===== config.mk =====
export PLATFORM = sky130hd
export DESIGN_NAME = pipeline_stall_ctrl
export DESIGN_NICKNAME = d
export VERILOG_FILES = /design/src/rtl/pipe_ctrl_pkg.sv /design/src/rtl/sat_counter.sv /design/src/rtl/pipeline_stall_ctrl.sv
export SDC_FILE = /design/constraint.sdc
export NUM_CORES = 1
export LEC_CHECK = 0
export CELL_PAD_IN_SITES_DETAIL_PLACEMENT = 0
export CELL_PAD_IN_SITES_GLOBAL_PLACEMENT = 1
export CORE_MARGIN = 2
export CORE_UTILIZATION = 42
export CTS_BUF_LIST = sky130_fd_sc_hd__clkbuf_4 sky130_fd_sc_hd__clkbuf_8
export CTS_CLUSTER_DIAMETER = 50
export CTS_CLUSTER_SIZE = 16
export DETAILED_ROUTE_END_ITERATION = 16
export HOLD_SLACK_MARGIN = 0.08
export PLACE_DENSITY = 0.9
export SYNTH_ARGS = -nofsm -noshare
export SYNTH_HDL_FRONTEND = slang
export SYNTH_SLANG_ARGS = --single-unit

===== constraint.sdc =====
create_clock -name clk_i -period 2.4 [get_ports clk_i]
set_input_delay 0.48 -clock clk_i [delete_from_list [all_inputs] [get_ports clk_i]]
set_output_delay 0.48 -clock clk_i [all_outputs]
set_load 0.02 [all_outputs]

===== src/rtl/pipe_ctrl_pkg.sv =====
// Shared types and constant control vectors for the pipeline stall/flush sequencer.
package pipe_ctrl_pkg;

  typedef enum logic [1:0] {
    ST_RUN      = 2'b00,
    ST_MEM_WAIT = 2'b01,
    ST_TIMEOUT  = 2'b10
  } state_e;

  typedef struct packed {
    logic pc_write;
    logic ifid_write;
    logic ifid_flush;
    logic idex_bubble;
    logic exmem_write;
    logic memwb_bubble;
  } ctrl_t;

  localparam ctrl_t CTRL_DEFAULT = '{pc_write: 1'b1, ifid_write: 1'b1, ifid_flush: 1'b0,
                                     idex_bubble: 1'b0, exmem_write: 1'b1, memwb_bubble: 1'b0};

  // Whole front end and EX/MEM hold; only MEM/WB takes a bubble while memory is busy.
  localparam ctrl_t CTRL_FREEZE  = '{pc_write: 1'b0, ifid_write: 1'b0, ifid_flush: 1'b0,
                                     idex_bubble: 1'b0, exmem_write: 1'b0, memwb_bubble: 1'b1};

  localparam ctrl_t CTRL_LOADUSE = '{pc_write: 1'b0, ifid_write: 1'b0, ifid_flush: 1'b0,
                                     idex_bubble: 1'b1, exmem_write: 1'b1, memwb_bubble: 1'b0};

  localparam ctrl_t CTRL_FLUSH   = '{pc_write: 1'b1, ifid_write: 1'b1, ifid_flush: 1'b1,
                                     idex_bubble: 1'b0, exmem_write: 1'b1, memwb_bubble: 1'b0};

endpackage


===== src/rtl/sat_counter.sv =====
// Saturating up-counter with synchronous active-low clear; holds at all-ones.
module sat_counter #(
  parameter int unsigned W = 16
) (
  input  logic         clk,
  input  logic         rst_n,
  input  logic         i_inc,
  output logic [W-1:0] o_count
);

  logic [W-1:0] r_count;

  // NOTE: sequential state is written with <= so every flop samples pre-edge values.
  always_ff @(posedge clk) begin
    if (!rst_n) begin
      r_count <= '0;
    end else if (i_inc && (r_count != {W{1'b1}})) begin
      r_count <= r_count + W'(1);
    end
  end

  assign o_count = r_count;

endmodule


===== src/rtl/pipeline_stall_ctrl.sv =====
// Stall/flush sequencer for the 5-stage pipeline: arbitrates memory wait, load-use and
// taken-branch hazards, drives pipeline register controls and keeps performance counters.
module pipeline_stall_ctrl
  import pipe_ctrl_pkg::*;
#(
  parameter int unsigned MAX_WAIT = 16,
  parameter int unsigned WAIT_W   = 5,
  parameter int unsigned CNT_W    = 16
) (
  input  logic             clk_i,
  input  logic             rst_i,
  input  logic             loadUse_i,
  input  logic             branchTaken_i,
  input  logic             dmemReq_i,
  input  logic             dmemReady_i,
  output logic             pcWrite_o,
  output logic             IFIDWrite_o,
  output logic             IFIDFlush_o,
  output logic             IDEXBubble_o,
  output logic             EXMEMWrite_o,
  output logic             MEMWBBubble_o,
  output logic             memTimeout_o,
  output logic [CNT_W-1:0] stallCount_o,
  output logic [CNT_W-1:0] flushCount_o
);

  localparam logic [WAIT_W-1:0] MAX_WAIT_C = WAIT_W'(MAX_WAIT);

  state_e            r_state;
  logic [WAIT_W-1:0] r_wait_cnt;
  logic              r_mem_timeout;
  logic [WAIT_W-1:0] w_wait_inc;
  logic              w_mem_stall;
  ctrl_t             w_ctrl;

  assign w_mem_stall = dmemReq_i & ~dmemReady_i;
  assign w_wait_inc  = r_wait_cnt + WAIT_W'(1);

  // NOTE: defaulting w_ctrl before the case guarantees no latch on any path.
  always_comb begin
    w_ctrl = CTRL_DEFAULT;
    case (r_state)
      ST_RUN: begin
        if (w_mem_stall)        w_ctrl = CTRL_FREEZE;
        else if (loadUse_i)     w_ctrl = CTRL_LOADUSE;
        else if (branchTaken_i) w_ctrl = CTRL_FLUSH;
      end
      ST_MEM_WAIT: begin
        if (!dmemReady_i) w_ctrl = CTRL_FREEZE;
      end
      ST_TIMEOUT: w_ctrl = CTRL_FREEZE;
      default:    w_ctrl = CTRL_DEFAULT;
    endcase
  end

  always_ff @(posedge clk_i) begin
    if (!rst_i) begin
      r_state       <= ST_RUN;
      r_wait_cnt    <= '0;
      r_mem_timeout <= 1'b0;
    end else begin
      case (r_state)
        ST_RUN: begin
          if (w_mem_stall) begin
            r_state    <= ST_MEM_WAIT;
            r_wait_cnt <= WAIT_W'(1);
          end
        end
        ST_MEM_WAIT: begin
          if (dmemReady_i) begin
            r_state    <= ST_RUN;
            r_wait_cnt <= '0;
          end else begin
            // The counter tracks frozen cycles so far; hitting MAX_WAIT means the limit is spent.
            r_wait_cnt <= w_wait_inc;
            if (w_wait_inc == MAX_WAIT_C) begin
              r_state       <= ST_TIMEOUT;
              r_mem_timeout <= 1'b1;
            end
          end
        end
        ST_TIMEOUT: begin
          r_state       <= ST_TIMEOUT;
          r_mem_timeout <= 1'b1;
        end
        default: begin
          r_state    <= ST_RUN;
          r_wait_cnt <= '0;
        end
      endcase
    end
  end

  assign pcWrite_o     = w_ctrl.pc_write;
  assign IFIDWrite_o   = w_ctrl.ifid_write;
  assign IFIDFlush_o   = w_ctrl.ifid_flush;
  assign IDEXBubble_o  = w_ctrl.idex_bubble;
  assign EXMEMWrite_o  = w_ctrl.exmem_write;
  assign MEMWBBubble_o = w_ctrl.memwb_bubble;
  assign memTimeout_o  = r_mem_timeout;

  sat_counter #(.W(CNT_W)) u_stall_cnt (
    .clk     (clk_i),
    .rst_n   (rst_i),
    .i_inc   (~w_ctrl.pc_write),
    .o_count (stallCount_o)
  );

  sat_counter #(.W(CNT_W)) u_flush_cnt (
    .clk     (clk_i),
    .rst_n   (rst_i),
    .i_inc   (w_ctrl.ifid_flush),
    .o_count (flushCount_o)
  );

endmodule


# Yosys cells after proc, flatten, opt, wreduce, memory -nomap -nowiden
# Index checks and enable logic that the tools add are counted.
[op_classes]
addsub = 3
reduce_logical = 7
bitwise = 4
n_mux = 15
eq_ne = 9
[op_table]
columns = ["op", "n"]
rows = [
  ["adder 16 x 1 -> 16 bit, second input constant", 2],
  ["!= test 16 bit, second input constant", 2],
  ["two-way mux 6 bit", 3],
  ["one-hot mux 6 bit (3 select lines)", 1],
  ["one-hot mux 5 bit (3 select lines)", 1],
  ["two-way mux 5 bit", 2],
  ["two-way mux 2 bit", 3],
  ["!= test 2 bit, second input constant", 3],
  ["one-hot mux 2 bit (3 select lines)", 1],
  ["adder 5 x 1 -> 5 bit, second input constant", 1],
  ["== test 5 bit, second input constant", 1],
  ["two-way mux 4 bit", 1],
  ["AND reduction 2 bit", 2],
  ["!= test 3 bit, second input constant", 1],
  ["NOT 1 bit", 3],
  ["AND reduction 3 bit", 1],
  ["== test 2 x 1 -> 1 bit, second input constant", 1],
  ["== test 2 bit, second input constant", 1],
  ["logical AND 1 bit", 2],
  ["logical NOT 2 bit", 1],
  ["two-way mux 1 bit", 2],
  ["one-hot mux 1 bit (2 select lines)", 1],
  ["nonzero test 2 bit", 1],
  ["AND 1 bit", 1],
]
[totals]
out_inout_bits = 39
reg_bits = 40
in_bits = 6

# Depth between registers and ports, before layout
# Gate-level depths: netlist of run 1.
[depth]
word_depth = 6
ltp_mapped = 7
ltp_nobuf = 6

# By module
# From an unflattened synthesis of run 1, not the netlist that was laid out.
[hier_totals]
hier_cells = 250
hier_area_um2 = 2134.5
[modules_own_cells]
columns = ["mod", "cells_each", "seq_area_each_um2", "instances", "area_each_um2"]
rows = [
  ["sat_counter", 97, 320.3, 2, 837.1],
  ["pipeline_stall_ctrl", 56, 160.2, 1, 460.4],
]

# Worst setup path after synthesis of run 1
# Ideal clock, no wire load.
[synth_timing]
path_kind = "register to register"
from = "register u_flush_cnt.r_count[0], in the netlist u_flush_cnt.o_count[0]"
to = "register u_flush_cnt.r_count[12], in the netlist u_flush_cnt.o_count[12]"
n_path_buf = 1
arrival_time_ns = 1.696
path_stages_with_launch = 8
required_ns = 2.285
slack_ns = 0.589
setup_time_ns = 0.115
path_cell_list = "dfxtp_1 -> ha_1 -> and3_1 -> buf_2 -> nand4_2 -> nor4b_2 -> xor2_1 -> and2_1"
[synth_between]
elab_chain_cells = 2
[synth_lines]
columns = ["element", "line_no", "rtl"]
rows = [
  ["start, declared", "sat_counter.sv:11", "logic [W-1:0] r_count;"],
  ["start signal, assigned", "sat_counter.sv:18", "r_count <= r_count + W'(1);"],
  ["branches (longest 2 deep; another with adder 16 x 1 -> 16 bit)", "-", ""],
]
# Parallel ways; which one is timed is not known.
# A chain may end at the register's enable or synchronous reset.

# Worst setup path in the final report of run 1
[layout_timing]
from = "input port dmemReady_i"
to = "output port IFIDFlush_o"
[layout_between]
elab_chain_cells = 4
[layout_lines]
columns = ["element", "line_no", "rtl"]
rows = [
  ["start, declared", "pipeline_stall_ctrl.sv:15", "input logic dmemReady_i,"],
  ["NOT 1 bit", "pipeline_stall_ctrl.sv:36", "assign w_mem_stall = dmemReq_i & ~dmemReady_i;"],
  ["AND 1 bit", "pipeline_stall_ctrl.sv:36", ""],
  ["two-way mux 6 bit", "pipeline_stall_ctrl.sv:44", "if (w_mem_stall) w_ctrl = CTRL_FREEZE;"],
  ["one-hot mux 6 bit (3 select lines)", "pipeline_stall_ctrl.sv:42", "case (r_state)"],
  ["end, declared", "pipeline_stall_ctrl.sv:18", "output logic IFIDFlush_o,"],
]
# No other way between the ends.

==> impl_metrics.env, run 1 <==
export IMPL_syn2layout_area_growth_pct=30.03
export IMPL_fin_crit_sh_pct=92.76
export IMPL_antenna_cells=0
export IMPL_syn_nets=267
export IMPL_placed_area_mm2=0.002735
export IMPL_grt_pass1_vias=1890
export IMPL_critPathKind="input pin to output port"
export IMPL_crit_required_ns=1.92
export IMPL_cts_reportedPaths_clkPinSlew_ns=0.08
export IMPL_slew_viol_final=0
export IMPL_setup_tns_ns=0
export IMPL_power_frac_seq_pct=48.6
export IMPL_cp_depth=4
export IMPL_cts_buffers=5
export IMPL_cp_start_kind="input pin"
export IMPL_wl_per_cell_um=12.95
export IMPL_h_tree_depth=2
export IMPL_yosys_warnings=0
export IMPL_netSwitchingFraction_pct=22.13
export IMPL_yosysUniqueCellTypes=51
export IMPL_pwr_share_clk_pct=42.5
export IMPL_cts_root_buffer="clkbuf_8"
export IMPL_crit_path_cell_trace="clkdlybuf4s50_1, nand2b_1, and3_1, dlygate4sd2_1"
export IMPL_wl_mm=4.882
export IMPL_grt_pass1_wl_mm=8.611
export IMPL_rows=26
export IMPL_cp_max_fo=3
export IMPL_gp_congestion=0.8373
export IMPL_cp_end_kind="output port"
export IMPL_cp_slowest_cell="clkdlybuf4s50_1"
export IMPL_setup_violations=0
export IMPL_crit_family="buffers and inverters"
export IMPL_drc=0
export IMPL_gr_usage_met3_pct=2.844
export IMPL_dpl_worst_slack_ns=-0.1226
export IMPL_grt_usage_pct=17.52
export IMPL_slew_headroom_pct=67.61
export IMPL_final_nets=316
export IMPL_synth_async_reset_ratio_pct=0
export IMPL_met1_usage_pct=21.98
export IMPL_holdPathStages=1
export IMPL_ios=45
export IMPL_start_util_pct=43.34
export IMPL_grt_ovfl_total=0
export IMPL_clock_fmax_mhz=449.2
export IMPL_rsz0062_at_grt="false"
export IMPL_clk_path_buf_depth=2
export IMPL_die_w_um=76.37
export IMPL_hold_worst_slack_ns=0.4750
export IMPL_synth_flop_cell="dfxtp_1"
export IMPL_status="finished, final reports clean"
export IMPL_place_hpwl_mm=3.445
export IMPL_period_minus_slack_ns=2.226
export IMPL_yosysMostFrequentCell="dfxtp_1"
export IMPL_fp_dieH_um=76.37
export IMPL_p_per_area_mw_per_mm2=492.1
export IMPL_ant_nets=0
export IMPL_leakage_nw=1.100
export IMPL_synth_top_cells_by_area="dfxtp_1, nand2_1, mux2i_1, nand2b_1, nand3_1"
export IMPL_top_usage_layer="met2"
export IMPL_syn_cell_area_mm2=0.002200
export IMPL_power_total_mw=1.407
export IMPL_cap_viol_max_count=0
export IMPL_antenna_found_initial=0
export IMPL_synth_edff_count=0
export IMPL_power_frac_comb_pct=8.9
export IMPL_yosysTopAreaCell="dfxtp_1"
export IMPL_yosysSeqAreaShare_pct=36.41
export IMPL_hold_viol=0
export IMPL_io_buffers=44
export IMPL_arrival_ns=1.75
export IMPL_cts_sinks=40
export IMPL_p_switching_mw=0.3115
export IMPL_worst_slew_pin_transition_ns=0.4808
export IMPL_cp_slowest_stage_delay_ns=0.53
export IMPL_vias=2000
export IMPL_p_int_mw=1.096
export IMPL_ir_drop_v=0.0004025
export IMPL_coreArea_mm2=0.005075
export IMPL_viasPerCell=5.305
export IMPL_setup_ws_ns=0.1738
export IMPL_synth_common_cells="dfxtp_1, nand2_1, nand3_1"
export IMPL_clk_latency_ns=0.29
export IMPL_dieArea_mm2=0.005832
export IMPL_first_pass_iters=4
export IMPL_syn_area_per_cell_um2=8.559
export IMPL_fin_area_mm2=0.002860
export IMPL_ys_ff_latch=40
export IMPL_postSynthCellCount=257
export IMPL_grtUsageMet2_pct=30.44
export IMPL_cts_tree="built"
export IMPL_synth_top_area_share_pct=36.41
export IMPL_skew_ns=0.007815
export IMPL_cp_num_buf_inv=2
export IMPL_drt_iter0_markers=88
export IMPL_hold_class="flip-flop to flip-flop"
export IMPL_grt_max_degree=54
export IMPL_drive_gt1_share_pct=9.121
export IMPL_reg2regPathDepth=7
## per-stage QoR
| stage | std cells | utilization, % |
|---|---|---|
| after floorplan | 257 | - |
| after global placement | 369 | 53.90 |
| after detailed placement | 369 | 53.90 |
| after CTS | 377 | 56.26 |
| after global routing | 377 | 56.36 |
| final | 377 | 56.36 |
## routing by layer
layer,vias to the layer above,share of wire [%]
met4,0,1.4
met1,934,48
met2,24,48
li1,1035,-
met5,-,0
met3,7,3.0
## worst paths after layout
check	start	endpoint	slack (ns)
max	dmemReady_i	IFIDFlush_o	0.17
min	memTimeout_o	memTimeout_o	0.47
max reg2reg	r_state[0]	u_stall_cnt.o_count[5]	0.45
min reg2reg	memTimeout_o	memTimeout_o	0.47
## cell usage in the layout, fill, tap and decap left out, drive strengths merged, types with 3 or more instances in the layout
cell type      instances
a211oi                 3
or4                    5
dlygate4sd2            5
clkbuf                 7
a21boi                 8
nand2b                13
nor3                   6
inv                    6
and3                   3
o21ai                  9
nand2                 30
nor2b                  5
nand3                 16
dfxtp                 40
and4                   6
nor3b                  3
mux2i                  9
nand4                  6
o211ai                 3
clkdlybuf4s50         37
a21oi                  5
nor2                  12
nor4                   6
o31ai                  9
buf                   11
xor2                   8
ha                     4
and2                  11
## worst register-to-register path: stages (launching register included)
cell	delay [ns]
dfxtp_1	0.54
nand2b_1	0.12
a21oi_2	0.16
nor2_1	0.06
buf_4	0.15
buf_4	0.19
or4_1	0.51
a21boi_1	0.15
## cell type report
class,count,area (um^2)
Timing Repair Buffer,55,521.8
Sequential cell,40,800.8
Fill cell,497,2215
Clock buffer,7,96.34
Clock inverter,1,30.03
Inverter,6,22.52
Multi-Input combinational cell,198,1301
Tap cell,70,87.58
## sequential cells by signal, summed over array words and instances (netlist names)
| signal | cells |
|---|---|
| memTimeout_o | 1 |
| r_state | 2 |
| r_wait_cnt | 5 |
| u_flush_cnt.o_count | 16 |
| u_stall_cnt.o_count | 16 |
## power by group through the flow
stage	clock network [mW]	registers, mW	logic, mW
after floorplan	0	0.703	0.0691
after detailed placement	0	0.699	0.131
final	0.597	0.684	0.126
after CTS	0.613	0.684	0.127
after global routing	0.637	0.686	0.139
after global placement	0	0.699	0.129
## repair_timing
action / in CTS / in global routing
cloned: 0 / 0
gates resized for setup: 6 / 2
endpoints found under the setup margin: 5 / 2
setup buffers: 0 / 0
hold buffers: 0 / 0
## cell families after synthesis
family / Yosys count / share of synthesized area (%)
flops: 40 / 36.41
buf+inv: 19 / 4.436
compound gates: 47 / 15.13
mux: 9 / 4.096
fa+ha+maj: 4 / 2.275
xor+xnor: 10 / 3.982
simple gates: 128 / 33.67
(Power assumes the default switching activity.)
==> inputs of run 2 (changes only) <==
==> constraint.sdc (replaced) <==
create_clock -name clk_i -period 2.4 [get_ports clk_i]
set_input_delay 0.48 -clock clk_i [delete_from_list [all_inputs] [get_ports clk_i]]
set_output_delay 0.48 -clock clk_i [all_outputs]
set_load 0.005 [all_outputs]
==> run 2 against run 1 <==
  * Setup slack worse by 0.12 ns
  * Critical path depth up 1
  * Die area did not move
  * Critical endpoint is now IFIDWrite_o
  * Sequential power about the same
  * Final cell count is 0.53% higher
  * Largest cell class unchanged
==> impl_metrics.env, run 2 (synthesized netlist as in run 1, its figures left out) <==
export IMPL_status="finished, final reports clean"
export IMPL_critPathKind="input pin to output port"
export IMPL_crit_path_cell_trace="clkdlybuf4s50_1, nor2_1, nor2_1, nor2_4, clkdlybuf4s50_1"
export IMPL_cp_end_kind="output port"
export IMPL_cts_buffers=5
export IMPL_cts_reportedPaths_clkPinSlew_ns=0.08
export IMPL_arrival_ns=1.87
export IMPL_final_cell_mix="clkdlybuf4s50_1, dfxtp_1, nand2_1"
export IMPL_start_util_pct=43.34
export IMPL_hold_worst_slack_ns=0.4684
export IMPL_fp_dieH_um=76.37
export IMPL_worstHoldStart="memTimeout_o"
export IMPL_grt_usage_pct=17.54
export IMPL_antenna_found_initial=0
export IMPL_grt_pass1_vias=1873
export IMPL_ant_nets=0
export IMPL_antenna_cells=0
export IMPL_skew_ns=0.004167
export IMPL_netSwitchingFraction_pct=22.32
export IMPL_dpl_worst_slack_ns=-0.2444
export IMPL_drt_iter0_markers=51
export IMPL_cap_viol_max_count=0
export IMPL_first_pass_iters=4
export IMPL_rows=26
export IMPL_hold_viol=0
export IMPL_syn2layout_area_growth_pct=32.31
export IMPL_cp_slowest_stage_delay_ns=0.54
export IMPL_hold_class="flip-flop to flip-flop"
export IMPL_ir_drop_v=0.0003033
export IMPL_setup_tns_ns=0
export IMPL_wl_mm=4.973
export IMPL_critPathLaunch="loadUse_i"
export IMPL_grt_max_degree=54
export IMPL_cts_root_buffer="clkbuf_8"
export IMPL_h_tree_depth=2
export IMPL_setup_violations=0
export IMPL_ios=45
export IMPL_cts_setup_buffers=0
export IMPL_clk_latency_ns=0.29
export IMPL_slew_viol_final=0
export IMPL_wl_per_cell_um=13.12
export IMPL_multi_input_area_mm2=0.001335
export IMPL_cp_start_kind="input pin"
export IMPL_io_buffers=44
export IMPL_coreArea_mm2=0.005075
export IMPL_clk_path_buf_depth=2
export IMPL_power_frac_comb_pct=9.6
export IMPL_pwr_share_clk_pct=40.5
export IMPL_leakage_nw=1.093
export IMPL_die_w_um=76.37
export IMPL_final_nets=318
export IMPL_n_fill_cell=483
export IMPL_p_int_mw=1.062
export IMPL_setup_ws_ns=0.04992
export IMPL_final_common_cell="clkdlybuf4s50_1"
export IMPL_cp_max_fo=7
export IMPL_cts_tree="built"
export IMPL_power_frac_seq_pct=49.9
export IMPL_gp_congestion=0.7719
export IMPL_rr_startpoint="r_state[0]"
export IMPL_drc=0
export IMPL_crit_required_ns=1.92
export IMPL_power_total_mw=1.367
export IMPL_fin_crit_sh_pct=97.92
export IMPL_vias=2043
export IMPL_slew_headroom_pct=66.11
export IMPL_grt_pass1_wl_mm=8.452
export IMPL_dieArea_mm2=0.005832
export IMPL_cts_sinks=40
export IMPL_p_per_area_mw_per_mm2=469.8
export IMPL_viasPerCell=5.391
export IMPL_cp_slowest_cell="clkdlybuf4s50_1"
export IMPL_regArea_um2=800.8
export IMPL_worst_slew_pin_transition_ns=0.5031
export IMPL_drive_gt1_share_pct=11.33
export IMPL_period_minus_slack_ns=2.350
export IMPL_p_switching_mw=0.3052
export IMPL_place_hpwl_mm=3.392
export IMPL_grt_ovfl_total=0
export IMPL_clock_fmax_mhz=425.5
==> run 2: cell count changes in the layout (fill, tap and decap cells not counted), moves of 2 or more <==
cell / before / now
nor2_1: 12 / 10
clkbuf_8: 7 / 5
dlygate4sd2_1: 5 / 0
clkdlybuf4s50_1: 37 / 43
==> run 2: layer usage <==
| layer | share of wire, % | GRT usage, % |
|---|---|---|
| met5 | 0 | 0 |
| met4 | 1.7 | 6.182 |
| met3 | 3.2 | 4.147 |
| met2 | 48 | 29.38 |
| met1 | 47 | 22.07 |
==> run 2: per-stage QoR <==
stage	cells	cell area (um^2)	utilization, %
finish	379	2910	57.35
global route	379	2910	57.35
CTS	379	2882	56.78
detailed placement	371	2763	54.44
global placement	371	2763	54.44
floorplan	257	2200	-
==> run 2: final timing paths <==
path,endpoint,slack [ns],cells after the start
max,IFIDWrite_o,0.05,5
min,memTimeout_o,0.47,1
max reg2reg,u_flush_cnt.o_count[3],0.52,7
min reg2reg,memTimeout_o,0.47,1
==> run 2: critical path, delay by kind of cell <==
kind	cells	cell delay (ns)
buffers and inverters	2	1.00
AND/OR/NAND/NOR	3	0.39
==> run 2: timing repair <==
item,in CTS,in global routing
endpoints found under the setup margin,3,4
resized for setup,3,6
pin swaps,0,0
hold buffers,0,0
==> run 2: layout make-up <==
class	count	share of cell area, %
multi-input cells	198	45.87
flip-flops and latches	40	27.52
inverters	6	0.7739
clock inverters	2	1.204
repair buffers	57	19.00
clock buffers	6	2.623
well taps	70	3.009
==> run 2: power by group through the flow <==
stage                     Sequential, mW  Combinational (mW)  Clock, mW
after detailed placement           0.698               0.124          0
after global routing               0.684               0.145      0.598
after floorplan                    0.696              0.0604          0
after global placement             0.698               0.122          0
after CTS                          0.682               0.127      0.570
final                              0.682               0.132      0.553
